**config.mk**
```make
export PLATFORM = sky130hd
export DESIGN_NAME = mu01_boot_loader
export DESIGN_NICKNAME = d
export VERILOG_FILES = /design/src/rtl/mu01_boot_loader.sv
export SDC_FILE = /design/constraint.sdc
export NUM_CORES = 1
export LEC_CHECK = 0
export CAP_MARGIN = 20
export CORE_AREA = 2 2 125 103
export CTS_CLUSTER_DIAMETER = 150
export DETAILED_ROUTE_END_ITERATION = 8
export DIE_AREA = 0 0 127 105
export PLACE_DENSITY_LB_ADDON = 0.05
export SLEW_MARGIN = 0
export SYNTH_ARGS = -nofsm -noshare
export SYNTH_HDL_FRONTEND = slang
export SYNTH_SLANG_ARGS = --single-unit
```
**constraint.sdc**
```tcl
create_clock -name clk -period 2 [get_ports clk]
set_clock_uncertainty 0.1 [all_clocks]
set_input_delay 0.4 -clock clk [delete_from_list [all_inputs] [get_ports clk]]
set_output_delay 0.4 -clock clk [all_outputs]
set_load 0.05 [all_outputs]
```
**src/rtl/mu01_boot_loader.sv**
```systemverilog
// Boot loader for the mu01 CPU: parses a framed byte stream, writes 16-bit words into
// program memory and releases the CPU from reset once the data checksum verifies.
module mu01_boot_loader #(
  parameter int         AW        = 12,
  parameter int         DW        = 16,
  parameter logic [7:0] SYNC_BYTE = 8'hA5
) (
  input  logic          clk,
  input  logic          reset,
  input  logic          in_valid,
  input  logic [7:0]    in_data,
  output logic          in_ready,
  input  logic          reload,
  output logic          mem_we,
  output logic [AW-1:0] mem_addr,
  output logic [DW-1:0] mem_wdata,
  output logic          cpu_reset,
  output logic          done,
  output logic          err
);

  typedef enum logic [3:0] {
    S_IDLE, S_ADDR_H, S_ADDR_L, S_CNT_H, S_CNT_L,
    S_DATA_H, S_DATA_L, S_CSUM, S_RUN, S_ERROR
  } state_t;

  localparam logic [16:0] MAX_CNT = 17'(1) << AW;

  state_t        state, state_nxt;
  logic [7:0]    hdr_h;
  logic [7:0]    csum;
  logic [AW-1:0] addr;
  logic [15:0]   cnt;
  logic [15:0]   hdr_word;
  logic          xfer;
  logic          cnt_bad;

  // in_ready depends on state alone so the handshake never loops back through xfer
  assign in_ready = (state != S_RUN) && (state != S_ERROR);
  assign xfer     = in_valid & in_ready;
  assign hdr_word = {hdr_h, in_data};
  assign cnt_bad  = (hdr_word == 16'd0) || ({1'b0, hdr_word} > MAX_CNT);

  always_ff @(posedge clk or negedge reset) begin
    if (!reset) state <= S_IDLE;
    else        state <= state_nxt;
  end

  always_comb begin
    state_nxt = state;
    cpu_reset = 1'b1;
    done      = 1'b0;
    err       = 1'b0;
    case (state)
      S_IDLE:   if (xfer && in_data == SYNC_BYTE) state_nxt = S_ADDR_H;
      S_ADDR_H: if (xfer) state_nxt = S_ADDR_L;
      S_ADDR_L: if (xfer) state_nxt = S_CNT_H;
      S_CNT_H:  if (xfer) state_nxt = S_CNT_L;
      S_CNT_L:  if (xfer) state_nxt = cnt_bad ? S_ERROR : S_DATA_H;
      S_DATA_H: if (xfer) state_nxt = S_DATA_L;
      S_DATA_L: if (xfer) state_nxt = (cnt == 16'd1) ? S_CSUM : S_DATA_H;
      S_CSUM:   if (xfer) state_nxt = (in_data == csum) ? S_RUN : S_ERROR;
      S_RUN: begin
        cpu_reset = 1'b0;
        done      = 1'b1;
        if (reload) state_nxt = S_IDLE;
      end
      S_ERROR: begin
        err = 1'b1;
        if (reload) state_nxt = S_IDLE;
      end
      default:  state_nxt = S_IDLE;
    endcase
  end

  // hdr_h holds whichever high byte is pending: address, count or data word
  always_ff @(posedge clk or negedge reset) begin
    if (!reset) begin
      hdr_h     <= 8'd0;
      csum      <= 8'd0;
      addr      <= '0;
      cnt       <= 16'd0;
      mem_we    <= 1'b0;
      mem_addr  <= '0;
      mem_wdata <= '0;
    end else begin
      mem_we <= 1'b0;
      if (xfer) begin
        case (state)
          S_IDLE:   if (in_data == SYNC_BYTE) csum <= 8'd0;
          S_ADDR_H: hdr_h <= in_data;
          S_ADDR_L: addr  <= hdr_word[AW-1:0];
          S_CNT_H:  hdr_h <= in_data;
          S_CNT_L:  cnt   <= hdr_word;
          S_DATA_H: begin
            hdr_h <= in_data;
            csum  <= csum ^ in_data;
          end
          S_DATA_L: begin
            csum      <= csum ^ in_data;
            mem_we    <= 1'b1;
            mem_addr  <= addr;
            mem_wdata <= hdr_word;
            addr      <= addr + AW'(1);
            cnt       <= cnt - 16'd1;
          end
          default: ;
        endcase
      end
    end
  end

endmodule

```
== Word-level counts from Yosys, hierarchy flattened ==
Index checks and enable logic that the tools add are counted.
Storage, ports and cells
  flip-flop bits (word level): 77
  input port bits: 12
  output and inout port bits: 33
  word-level logic and storage cells: 76
Operators by class
  add/subtract/negate cells: 2
  $lt $le $gt $ge: 1
  equal/unequal tests: 24
  muxes and demuxes: 22
  bitwise logic cells: 2
  reduce and logical (&&, ||, !) cells: 17
Operators by type and width (count)
  $mux 4: 10
  $pmux 4 s9: 1
  $pmux 16 s2: 1
  $pmux 12 s2: 1
  $ne 2x2->1 const B: 9
  $eq 16x1->1 const B: 1
  $eq 4x3->1 const B: 4
  $gt 16x13->1 const B: 1
  $logic_not 16->1: 1
  $pmux 8 s2: 1
  $sub 16x1->16 const B: 1
  $add 12x1->12 const B: 1
  $reduce_and 9->1: 1
  $eq 4x2->1 const B: 2
  $eq 4x4->1 const B: 2
  $eq 8x8->1: 1
  $eq 8x8->1 const B: 1
  $mux 8: 1
  $ne 4x4->1 const B: 2
  $reduce_and 2->1: 4
  $xor 8x8->8: 1
  $mux 1: 6
  $reduce_bool 2->1: 3
  $eq 4x1->1 const B: 1
  9 further kinds: 11

== Longest topological paths before layout ==
  depth after elaboration: 6
  mapped depth: 8
  gate-level depth less buffers: 7

== Least setup slack after synthesis ==
No wires, ideal clock.
  kind: register to output
  start: reg state[2]
  end: out done
  arrival: 1.947 ns
  data required time: 1.500 ns
  setup slack: -0.447 ns
  stages on the path, launching flop included: 6
  path through: dfrtp_1 > buf_2 > nor2_1 > nand2_1 > or2_2 > inv_1
On the way
  cells in the longest elaborated chain, start to end: 2
Ends and longest elaborated chain
  start, declared: line 29  | state_t state, state_nxt;
  start signal, assigned: line 46  | else state <= state_nxt;
  $eq 4x4->1: line 54  | case (state)
  $mux 1: line 54
  end, declared: line 18  | output logic done,
No other way between the ends.

== Worst setup path after layout ==
Same ends and word-level chain as after synthesis.

==> results.py <==
metrics = {
    "placed_design": {
        "place.gp.congestion": 0.836,
        "port_buffers": 44,
        "dpl_worst_slack_ps": -314,
        "dpl.hpwl_um": 8370,
        "place_area_um2": 4880,
    },
    "cts": {
        "cts_made_buffers": 9,
        "cts_root_buf": "clkbuf_16",
        "clock_latency_ps": 340,
        "clk_pin_slew_worst_paths_ps": 60,
        "clk_path_buf_depth": 2,
        "cts.sinks": 77,
        "htreeDepth": 3,
        "tritoncts": "done",
    },
    "timing": {
        "period_needed_ps": 1960,
        "tightest_slew_ps": 415,
        "relSlewSlack_pct": 72.3,
        "timing.final.crit_share_pct": 98.1,
        "tns_ps": 0,
        "rsz0062_at_grt": "yes",
        "fmax_mhz": 510,
        "worst_slack_ps": 38.0,
        "setup_violations": 0,
        "hold_viol": 0,
        "drv_slew": 0,
    },
    "worst_setup_path": {
        "reg2reg_depth": 7,
        "path_cells": "buf_6, nor2_4, nand2_4, or2_4, clkinvlp_4, buf_12",
        "critPathBufInv": 3,
        "criticalPathCategory": "flop to output port",
        "worst_setup_path_end_kind": "output port",
        "r2r_start": "state[2]",
        "critical-path-max-stage-delay_ps": 390,
        "rr_endpoint": "state[1]",
        "slowest_stage": "dfrtp_1",
        "critPathArrivalTime_ps": 1460,
        "r2r_slack_ps": 60,
        "path_delay_family": "simple AND/OR/NAND/NOR gates",
        "worst-endpoint-required_ps": 1500,
        "crit_path_start_kind": "flop",
        "crit_fanout": 4,
    },
    "power_and_ir_drop": {
        "clock_power_share_pct": 20.0,
        "ir_worst_vdd_mv": 0.729,
        "pwr-share-comb_pct": 45.9,
        "power.total_w": 0.00849,
        "intPower_w": 0.00493,
        "p_leak_nw": 2.28,
        "p_sw_share_pct": 41.9,
        "seqPwrFrac_pct": 34.1,
        "powerDensity_nw_per_um2": 1600,
        "p_switching_w": 0.00356,
    },
    "final_layout": {
        "nFillCells": 1189,
        "area_growth_syn_to_layout_pct": 35.2,
        "nets": 500,
        "antenna_cells": 0,
        "layout-drive-gt1-share_pct": 33.7,
        "finalInstanceArea_um2": 5300,
    },
    "run": {
        "maxCapViolations": 0,
    },
    "logic_synthesis": {
        "syn_avg_cell_area_um2": 9.93,
        "synth_mux_area_share_pct": 10.0,
        "synth_seq_area_share_pct": 49.1,
        "synth_top_family_by_area": "compound AO/OA/AOI/OAI gates",
        "yosysWarnings": 0,
        "synth-compound-area-share_pct": 17.6,
        "synthAdderAreaFrac_pct": 0.957,
        "syn_nets": 410,
        "ys_ff_latch": 77,
        "synth-xor-area-share_pct": 2.01,
        "yosys_most_used_dff": "dfrtp_1",
        "synth_area_um2": 3920,
        "ys_types": 55,
        "synthArstFlopShare_pct": 100,
        "synth-simple-area-share_pct": 16.7,
        "synth_edf_count": 0,
        "syn_inst": 395,
    },
    "die": {
        "boundaryPins": 45,
        "die_area_um2": 13300,
        "rows": 36,
        "start_util_pct": 32.7,
        "core_area_um2": 12000,
        "fp.dieH_um": 105,
        "die_w_um": 127,
    },
    "detailed_routing": {
        "detail_route.first_pass.iterations": 4,
        "via_per_inst": 5.30,
        "drtAntennaViolNets": 0,
        "dr_total_vias": 3402,
        "drc": 0,
        "wl_per_cell_um": 18.2,
        "wirelength_um": 11700,
        "drt-initial-drc-count": 163,
    },
    "global_route": {
        "gr-total-overflow": 0,
        "grt_max_degree": 39,
        "grt_usage_pct": 18.2,
        "antenna_found_initial": 0,
        "grt_first_pass_wirelength_um": 18700,
        "grt_pass1_vias": 3324,
    },
    "worst_hold_path": {
        "min_path_type": "input pin to asynchronous set/reset pin",
    },
    "run_status": {
        "status": "completed",
    },
}
[cell usage after synthesis (all sizes together), types with 2 or more instances]
master / instances / share of area (%)
nor3: 5 / 0.64
o21a: 2 / 0.38
o2bb2ai: 2 / 0.45
and4: 2 / 0.45
nand2b: 13 / 2.3
nor2: 29 / 2.8
a22oi: 2 / 0.38
nand4: 7 / 1.1
or3b: 2 / 0.45
xnor2: 9 / 2.0
nand2: 35 / 3.3
and3: 5 / 0.80
o211ai: 2 / 0.38
clkbuf: 19 / 1.8
a2bb2oi: 2 / 0.45
ha: 3 / 0.96
mux2: 34 / 9.8
a221o: 2 / 0.51
or2: 2 / 0.32
o21ai: 25 / 3.2
inv: 6 / 0.57
dfrtp: 77 / 49
or3: 6 / 0.96
nor4: 7 / 1.4
a211oi: 3 / 0.70
a21oi: 42 / 5.4
o32ai: 2 / 0.64
o22a: 3 / 0.67
buf: 9 / 1.1
nand3: 8 / 1.0
a311oi: 2 / 0.45
o22ai: 4 / 0.64
a31oi: 11 / 1.8
[worst max path at each step]
stage,cells past startpoint,endpoint,slack (ps),startpoint
4_1_cts,6,done,-10,state[2]
5_1_grt,6,done,-40,state[2]
3_5_place_dp,8,csum[7],-310,in_data[1]
6_report,6,done,40,state[2]
3_3_place_gp,8,csum[0],-230,in_data[1]
2_1_floorplan,6,cnt[14],5,cnt[0]
[cell type report]
type / count / area [um2] / area share (%)
Clock buffer: 10 / 239 / 4.51
Clock inverter: 6 / 70.1 / 1.32
Inverter: 6 / 26.3 / 0.496
Multi-Input combinational cell: 284 / 1920 / 36.1
Sequential cell: 77 / 1930 / 36.3
Tap cell: 152 / 190 / 3.59
Timing Repair Buffer: 107 / 935 / 17.6
[power groups by stage]
stage	logic, W	registers [W]	clock network [W]
final	0.00389	0.00290	0.00170
after global routing	0.00422	0.00301	0.00180
after CTS	0.00384	0.00290	0.00174
after detailed placement	0.00375	0.00290	0
after global placement	0.00373	0.00290	0
after floorplan	0.00167	0.00351	0
[state kept, by name (all words and copies together), names as in the netlist]
register,cells
cnt,16
mem_wdata,16
addr,12
mem_addr,12
csum,8
hdr_h,8
state,4
mem_we,1
[cells in the final DEF, fill, tap and decap left out, types with 7 or more instances in the layout]
cell,n
nand2b_1,12
mux2_2,34
a21oi_1,41
clkbuf_16,9
clkdlybuf4s50_1,10
buf_12,8
nand4_1,7
a31oi_1,11
o21ai_0,24
dfrtp_1,77
nand3_1,8
nand2_1,34
buf_4,87
nor2_1,27
xnor2_1,9
[cell families after synthesis]
group | count (synthesis)
buf+inv | 34
flops | 77
xor+xnor | 9
mux | 35
compound gates | 111
simple gates | 126
fa+ha+maj | 3
[through the flow]
step / cells / util, % / hold slack, ps
after floorplan: 395 / - / 4.41
after global placement: 618 / 40.8 / 162
after detailed placement: 618 / 40.8 / 162
after CTS: 638 / 43.8 / 340
after global routing: 642 / 44.3 / 359
final: 642 / 44.3 / 344
[layer usage]
layer  wire, um  GRT usage (%)  up-vias  part of all wire [%]
met4        163           4.87        0                   1.4
li1           -              -     1622                     -
met3        621           5.12       15                   5.3
met1       5930           26.6     1670                    51
met5          0              0        -                     0
met2       4980           26.5       95                    43
[what timing repair did]
item	4_1_cts	5_1_grt
hold endpoints to repair	10	0
gates resized for setup	4	6
setup endpoints to repair	4	15
pin swaps	2	3
buffers inserted	3	4
hold buffers	1	0
(Power assumes the default switching activity.)
